`config.mk`:
```
export PLATFORM = sky130hd
export DESIGN_NAME = wb_regfile
export DESIGN_NICKNAME = d
export VERILOG_FILES = /design/src/rtl/wb_regfile.sv
export SDC_FILE = /design/constraint.sdc
export NUM_CORES = 2
export LEC_CHECK = 0
export BUFFER_PORTS_ARGS = -buffer_cell sky130_fd_sc_hd__buf_4
export CAP_MARGIN = 15
export CORE_ASPECT_RATIO = 1.2
export CORE_MARGIN = 4
export CORE_UTILIZATION = 60
export DETAILED_ROUTE_END_ITERATION = 12
export PLACE_DENSITY = 0.74
export SLEW_MARGIN = 20
export SYNTH_ARGS = -nofsm -noshare
export SYNTH_HDL_FRONTEND = slang
export SYNTH_SLANG_ARGS = --single-unit
```
`constraint.sdc`:
```
create_clock -name clk -period 97.3 [get_ports clk]
set_clock_uncertainty 0.15 [all_clocks]
set_input_delay 19.46 -clock clk [delete_from_list [all_inputs] [get_ports clk]]
set_output_delay 19.46 -clock clk [all_outputs]
set_load 0.1 [all_outputs]
```
`src/rtl/wb_regfile.sv`:
```
// rtl/wb_regfile.sv - writeback stage register, architectural register file, halt/drain control
//
// Purpose:
//   Captures the execute-stage result into a one-entry stage register and commits
//   it to the architectural register file on the following rising edge. Two
//   combinational read ports serve decode, with write-through bypass of the
//   pending (not yet committed) entry. A level halt request drains the stage and
//   parks it; a free-running counter reports committed (retired) instructions.
//
// Ports:
//   clk         rising-edge clock
//   rst         asynchronous active-high reset
//   v_i         execute result valid
//   stall_o     back-pressure to execute, high while not in RUN
//   rd_num_i    destination register number
//   wb_i        result writes rd
//   rd_data_i   result data
//   ra_num_i    read port A register number
//   ra_data_o   read port A data
//   rb_num_i    read port B register number
//   rb_data_o   read port B data
//   halt_req_i  debug halt request (level)
//   halted_o    stage drained and halted
//   retired_o   count of committed valid entries, wraps

module wb_regfile #(
  parameter int WORD  = 32,
  parameter int W_RD  = 5,
  parameter int NREGS = 32,
  parameter int W_CNT = 32
) (
  input  logic             clk,
  input  logic             rst,
  input  logic             v_i,
  output logic             stall_o,
  input  logic [W_RD-1:0]  rd_num_i,
  input  logic             wb_i,
  input  logic [WORD-1:0]  rd_data_i,
  input  logic [W_RD-1:0]  ra_num_i,
  output logic [WORD-1:0]  ra_data_o,
  input  logic [W_RD-1:0]  rb_num_i,
  output logic [WORD-1:0]  rb_data_o,
  input  logic             halt_req_i,
  output logic             halted_o,
  output logic [W_CNT-1:0] retired_o
);

  typedef enum logic [1:0] {
    RUN    = 2'd0,
    DRAIN  = 2'd1,
    HALTED = 2'd2
  } state_t;

  state_t state, state_nxt;

  // Stage register: the entry accepted last cycle, committed on the next edge.
  logic            v_r;
  logic            wb_r;
  logic [W_RD-1:0] rd_num_r;
  logic [WORD-1:0] data_r;

  logic [WORD-1:0]  regs [NREGS];
  logic [W_CNT-1:0] retired_r;

  logic load_stage;
  logic commit_wr;

  // ---------------------------------------------------------------------------
  // Control FSM
  // ---------------------------------------------------------------------------
  always_ff @(posedge clk or posedge rst) begin
    if (rst) begin
      state <= RUN;
    end else begin
      state <= state_nxt;
    end
  end

  always_comb begin
    state_nxt  = state;
    load_stage = 1'b0;
    case (state)
      RUN: begin
        // The input offered alongside the halt request is still taken.
        load_stage = 1'b1;
        if (halt_req_i) begin
          state_nxt = DRAIN;
        end
      end
      DRAIN: begin
        state_nxt = HALTED;
      end
      HALTED: begin
        if (!halt_req_i) begin
          state_nxt = RUN;
        end
      end
      default: begin
        state_nxt = RUN;
      end
    endcase
  end

  // Decoded from the registered state only, so execute never sees a
  // combinational path from halt_req_i.
  assign stall_o  = (state != RUN);
  assign halted_o = (state == HALTED);

  // ---------------------------------------------------------------------------
  // Stage register
  // ---------------------------------------------------------------------------
  // Outside RUN the payload fields hold and only the valid bit clears, so the
  // entry pending on entry to DRAIN commits exactly once.
  always_ff @(posedge clk or posedge rst) begin
    if (rst) begin
      v_r      <= 1'b0;
      wb_r     <= 1'b0;
      rd_num_r <= '0;
      data_r   <= '0;
    end else if (load_stage) begin
      v_r      <= v_i;
      wb_r     <= wb_i;
      rd_num_r <= rd_num_i;
      data_r   <= rd_data_i;
    end else begin
      v_r      <= 1'b0;
    end
  end

  // ---------------------------------------------------------------------------
  // Commit
  // ---------------------------------------------------------------------------
  // r0 is never written; its storage stays at the reset value and reads of it
  // are forced to zero at the ports anyway.
  assign commit_wr = v_r & wb_r & (rd_num_r != '0);

  always_ff @(posedge clk or posedge rst) begin
    if (rst) begin
      for (int i = 0; i < NREGS; i++) begin
        regs[i] <= '0;
      end
    end else if (commit_wr) begin
      regs[rd_num_r] <= data_r;
    end
  end

  // Every valid entry retires, including ones that do not write rd.
  always_ff @(posedge clk or posedge rst) begin
    if (rst) begin
      retired_r <= '0;
    end else if (v_r) begin
      retired_r <= retired_r + 1'b1;
    end
  end

  assign retired_o = retired_r;

  // ---------------------------------------------------------------------------
  // Read ports with bypass of the pending entry
  // ---------------------------------------------------------------------------
  // The pending entry is newer than anything in the file, so it takes priority;
  // on a commit cycle it is also the value about to land, so both agree.
  always_comb begin
    ra_data_o = regs[ra_num_i];
    if (ra_num_i == '0) begin
      ra_data_o = '0;
    end else if (v_r && wb_r && (rd_num_r == ra_num_i)) begin
      ra_data_o = data_r;
    end
  end

  always_comb begin
    rb_data_o = regs[rb_num_i];
    if (rb_num_i == '0) begin
      rb_data_o = '0;
    end else if (v_r && wb_r && (rd_num_r == rb_num_i)) begin
      rb_data_o = data_r;
    end
  end

endmodule

```
## Word-level counts from Yosys, hierarchy flattened

Cells that the tools add are included.

| word-level totals | value |
|---|---|
| register bits after elaboration | 1097 |
| bits in latches | 0 |
| memory bits (writable) | 0 |
| bits in read-only memories | 0 |
| bits of input ports | 52 |
| memories | 0 |

| operators by class | value |
|---|---|
| add/subtract/negate cells | 1 |
| $mul | 0 |
| div/mod/pow operators | 0 |
| $lt $le $gt $ge | 4 |
| equal/unequal tests | 6 |
| shifts and indexed selects | 0 |
| muxes and demuxes | 18 |
| bitwise operators | 5 |
| reduce and logical (&&, ||, !) cells | 10 |

Operator list:

| kind | number |
|---|---|
| $bwmux 1024 | 1 |
| $bmux 32 s5 | 2 |
| $mux 32 | 9 |
| $demux 32 s5 | 1 |
| $add 32x1->32 const B | 1 |
| $ge 6x6->1 const B | 3 |
| $not 5->6 | 3 |
| $eq 5x5->1 | 2 |
| $logic_not 5->1 | 2 |
| $lt 6x1->1 const B | 1 |
| $pmux 2 s3 | 1 |
| $reduce_bool 5->1 | 1 |
| $logic_and 1x1->1 | 4 |
| $mux 2 | 2 |
| $ne 2x2->1 const B | 2 |
| $and 1x1->1 | 2 |
| $eq 2x1->1 const B | 1 |
| $eq 2x2->1 const B | 1 |
| $logic_not 2->1 | 1 |
| $mux 1 | 2 |
| $reduce_and 2->1 | 1 |
| $reduce_bool 2->1 | 1 |

## Logic depth before layout (Yosys ltp)

| depth | value |
|---|---|
| depth after elaboration | 6 |
| gate-level depth with buffers | 10 |

## Least setup slack after synthesis

No wires, ideal clock.

| path | value |
|---|---|
| kind | input port to output port |
| start | input port ra_num_i[0] |
| end | output port ra_data_o[26] |
| arrival | 22957 ps |
| path slack | 54733 ps |
| cell stages on the path | 9 |
| path buffers | 4 |
| cells stage by stage | buf_4 -> buf_6 -> buf_4 -> nor3_1 -> nand2_1 -> clkbuf_1 -> nand3_1 -> o2111a_1 -> a211oi_1 |

| between the ends | value |
|---|---|
| cells in the longest elaborated chain, start to end | 6 |
| elaborated cells on any way between the ends | 9 |
| those cells by class | eq/ne (1); mux (5); bitwise (1); reduce/logical (2) |

RTL lines:

| item | line | RTL |
|---|---|---|
| start, declared | 39 | `input logic [W_RD-1:0] ra_num_i,` |
| $not 5->6 (not written as such) | 164 | `ra_data_o = regs[ra_num_i];` |
| $bmux 32 s5 | 164 |  |
| $mux 32 (not written as such) (2 in series) | 164 |  |
| $mux 32 | 167 | `end else if (v_r && wb_r && (rd_num_r == ra_num_i)) begin` |
| $mux 32 * | 165 | `if (ra_num_i == '0) begin` |
| end, declared | 40 | `output logic [WORD-1:0] ra_data_o,` |

Mark *: on every way between the ends. The rest lies on a longest branch, timed or not. The select of a mux whose other input is x is not followed.

## Worst setup path in the final report

| path | value |
|---|---|
| start | input port ra_num_i[0] |
| end | output port ra_data_o[8] |

The elaborated chain is that of the path after synthesis.

==> summary.txt <==
Drt initial violations - 5,231
Num rows - 124
Switching portion of total power - 0.3412
Yosys reg bits - 1,097
Num CTS Buffers - 111
First-pass GRT wire length - 271,400 µm
Max Clk Rate - 22.53 MHz
Clock Tree Root - clkbuf_16
Psw - 0.0005409 W
Status - complete, no violations
# setup viols final - 0
Post-synth top cells - 1,097 x dfrtp_1, 1,005 x mux2_2, 442 x mux4_2
CP Cell Sequence - buf_8, buf_12, buf_4, buf_4, buf_4, mux4_2, mux2_2, a21oi_1, o221ai_1, buf_4
Worst-Skew Late Latency - 720 ps
Mapped cell area - 58,270 µm²
Core Region - 95,880 µm²
Overflow after GRT - 0
Critical Path AT - 24,770 ps
H-tree depth - 3
Post-synthesis cell count - 4,036
Clk slew on worst S/H paths - 70 ps
Dominant cell type by area after synthesis - dfrtp_1
# Post-CTS Setup Buffers - 0
Vias in the first global route - 39,560
Initial antenna violation count - 5
Final HPWL DP - 107,000 µm
Max-Slew Margin vs Limit - 0.1985
Post-Synthesis Net Count - 4,089
Pleak - 29.14 nW
Initial Util - 0.6077
Max incr delay on CP - 720 ps
Yosys Warn Count - 0
Seq pwr share - 0.426
Routability cong. - 0.8600
DR vias/cell - 7.377
CP max-delay cell - buf_4
Worst-margin pin slew - 1199 ps
Synthesized area per cell - 14.44 µm²
DIE WIDTH - 292.5 µm
Async SR Flop Fraction - 1.000
Crit path launch type - input port
Layout cells sized above 1 - 0.4835
Clk pwr share - 0.290
Final TNS setup - 0 ps
Setup Crit Path Kind - input port to output port
Combinational Power Share - 0.284
Post-route ant nets - 0
Area grow syn2layout - 9.605%
I/O Pins - 150
Distinct cells, synth - 67
Die height - 349.4 µm
Top cell type's share of synthesized area - 0.4711
Crit. End Element - output port
CTS Buffer Depth - 3
Post-CTS Hold Buffers - 0
Register area share after synthesis - 0.4711
Area of the die - 102,200 µm²
Routed wire length - 185,600 µm
CTS tree - done
Worst Hold Slack - 244.8 ps
Pwr/cell area - 24.82 nW/µm²
RSZ-0062 raised after global routing - false
CP most frequent cell - buf_4
Cell-internal power - 0.001044 W
Max Cap Viol - 0
Final Slew Violations - 0
Multi-input gate area - 28,770 µm²
Routed WL per cell - 34.82 µm
Register area - 27,460 µm²
CTS Sinks - 1,097
EDFF count, synth - 0
Total GRT Usage - 0.3622
Largest net degree at the start of global routing - 184
Synth area leaders - dfrtp_1 47%, mux2_2 19%, mux4_2 17%
Hold Fails Final Rpt - 0
Post-cts resize count - 0
Post-route minimum period - 44,380 ps
Drt drc - 0
Most frequent cell after synthesis - dfrtp_1
Max VDD drop - 0.00002503 V
Pre-antenna DRT Iters - 6
Crit path required time - 77,690 ps
Worst Hold Class - register to register
DR vias - 39,330
Final Cycle Share - 0.4561
Maximum fanout along the worst path - 101
Fin nets - 4,028
PortBufs - 149
Synth Flop Type - dfrtp_1
# fillers - 6,904
## through the flow
step,power [W],cells,utilization,setup WS [ps],cell area (µm²)
floorplan,0.0009898,4036,-,46800,58270
global placement,0.001108,5121,0.6249,52890,59920
detailed placement,0.001123,5121,0.6250,52830,59930
CTS,0.001581,5327,0.6657,52810,63830
global route,0.001644,5328,0.6660,52580,63860
finish,0.001585,5331,0.6661,52920,63870
## critical path, delay by kind of cell
kind / cells / cell delay, ps
mux: 2 / 840
compound gates: 2 / 690
buf+inv: 6 / 3480
## layout by cell type, fill, tap and decap left out, types with 25 or more instances in the layout
master,n
a21oi_1,65
a221oi_1,49
a22o_1,27
a22oi_1,55
buf_4,254
clkbuf_16,113
clkbuf_8,25
dfrtp_1,1093
mux2_1,51
mux2_2,1005
mux2i_1,140
mux4_2,442
nand2_1,112
nor2_1,94
nor3_1,29
o21ai_0,42
o22ai_1,44
xnor2_1,29
## flip-flops by register name, summed over array words and instances, names as in the netlist
register / cells
data_r: 32
state: 2
wb_r: 1
rd_num_r: 5
retired_o: 32
v_r: 1
regs: 1024
## layout make-up
cell class | instances | area share
sequential | 1097 | 0.4299
clock inverter | 46 | 0.01023
tap | 1260 | 0.02469
multi-input combinational | 2491 | 0.4505
antenna | 3 | 0.0001175
clock buffer | 160 | 0.05096
inverter | 9 | 0.0006465
timing repair buffer | 265 | 0.03299
## power groups by stage
stage / combinational (W) / sequential (W) / clock, W
4_1_cts: 0.000449 / 0.000669 / 0.000463
6_report: 0.000451 / 0.000675 / 0.000459
3_5_place_dp: 0.000446 / 0.000677 / 0
5_1_grt: 0.000475 / 0.000687 / 0.000482
3_3_place_gp: 0.000438 / 0.000670 / 0
2_1_floorplan: 0.000350 / 0.000640 / 0
## per-layer routing
layer,vias to the layer above,track usage,part of all wire
met5,-,0.002761,0.000065
met3,639,0.09115,0.11
met2,2539,0.5525,0.45
li1,15330,-,-
met4,2,0.1738,0.059
met1,20810,0.4945,0.37
## worst paths after layout
kind	end	slack, ps	startpoint	depth (start not counted)
worst min register to register	regs[1022]	240	regs[1022]	0
min in group asynchronous	retired_o[29]	18710	rst	2
worst max register to register	regs[129]	93320	v_r	5
worst max-delay path	ra_data_o[8]	52920	ra_num_i[0]	10
worst min-delay path	regs[1022]	240	regs[1022]	0
max in group asynchronous	regs[81]	75120	rst	6
## cell families after synthesis
| family | Yosys count | share of synthesized area |
|---|---|---|
| adder cells (fa/ha/maj) | 1 | 0.0002147 |
| XOR/XNOR | 41 | 0.006163 |
| AND/OR/NAND/NOR | 419 | 0.03451 |
| flip-flops | 1097 | 0.4711 |
| multiplexers | 1641 | 0.4003 |
| buffers and inverters | 448 | 0.03957 |
| AO/OA/AOI/OAI | 389 | 0.04814 |
Note: power is estimated with default switching activity, not from simulation.
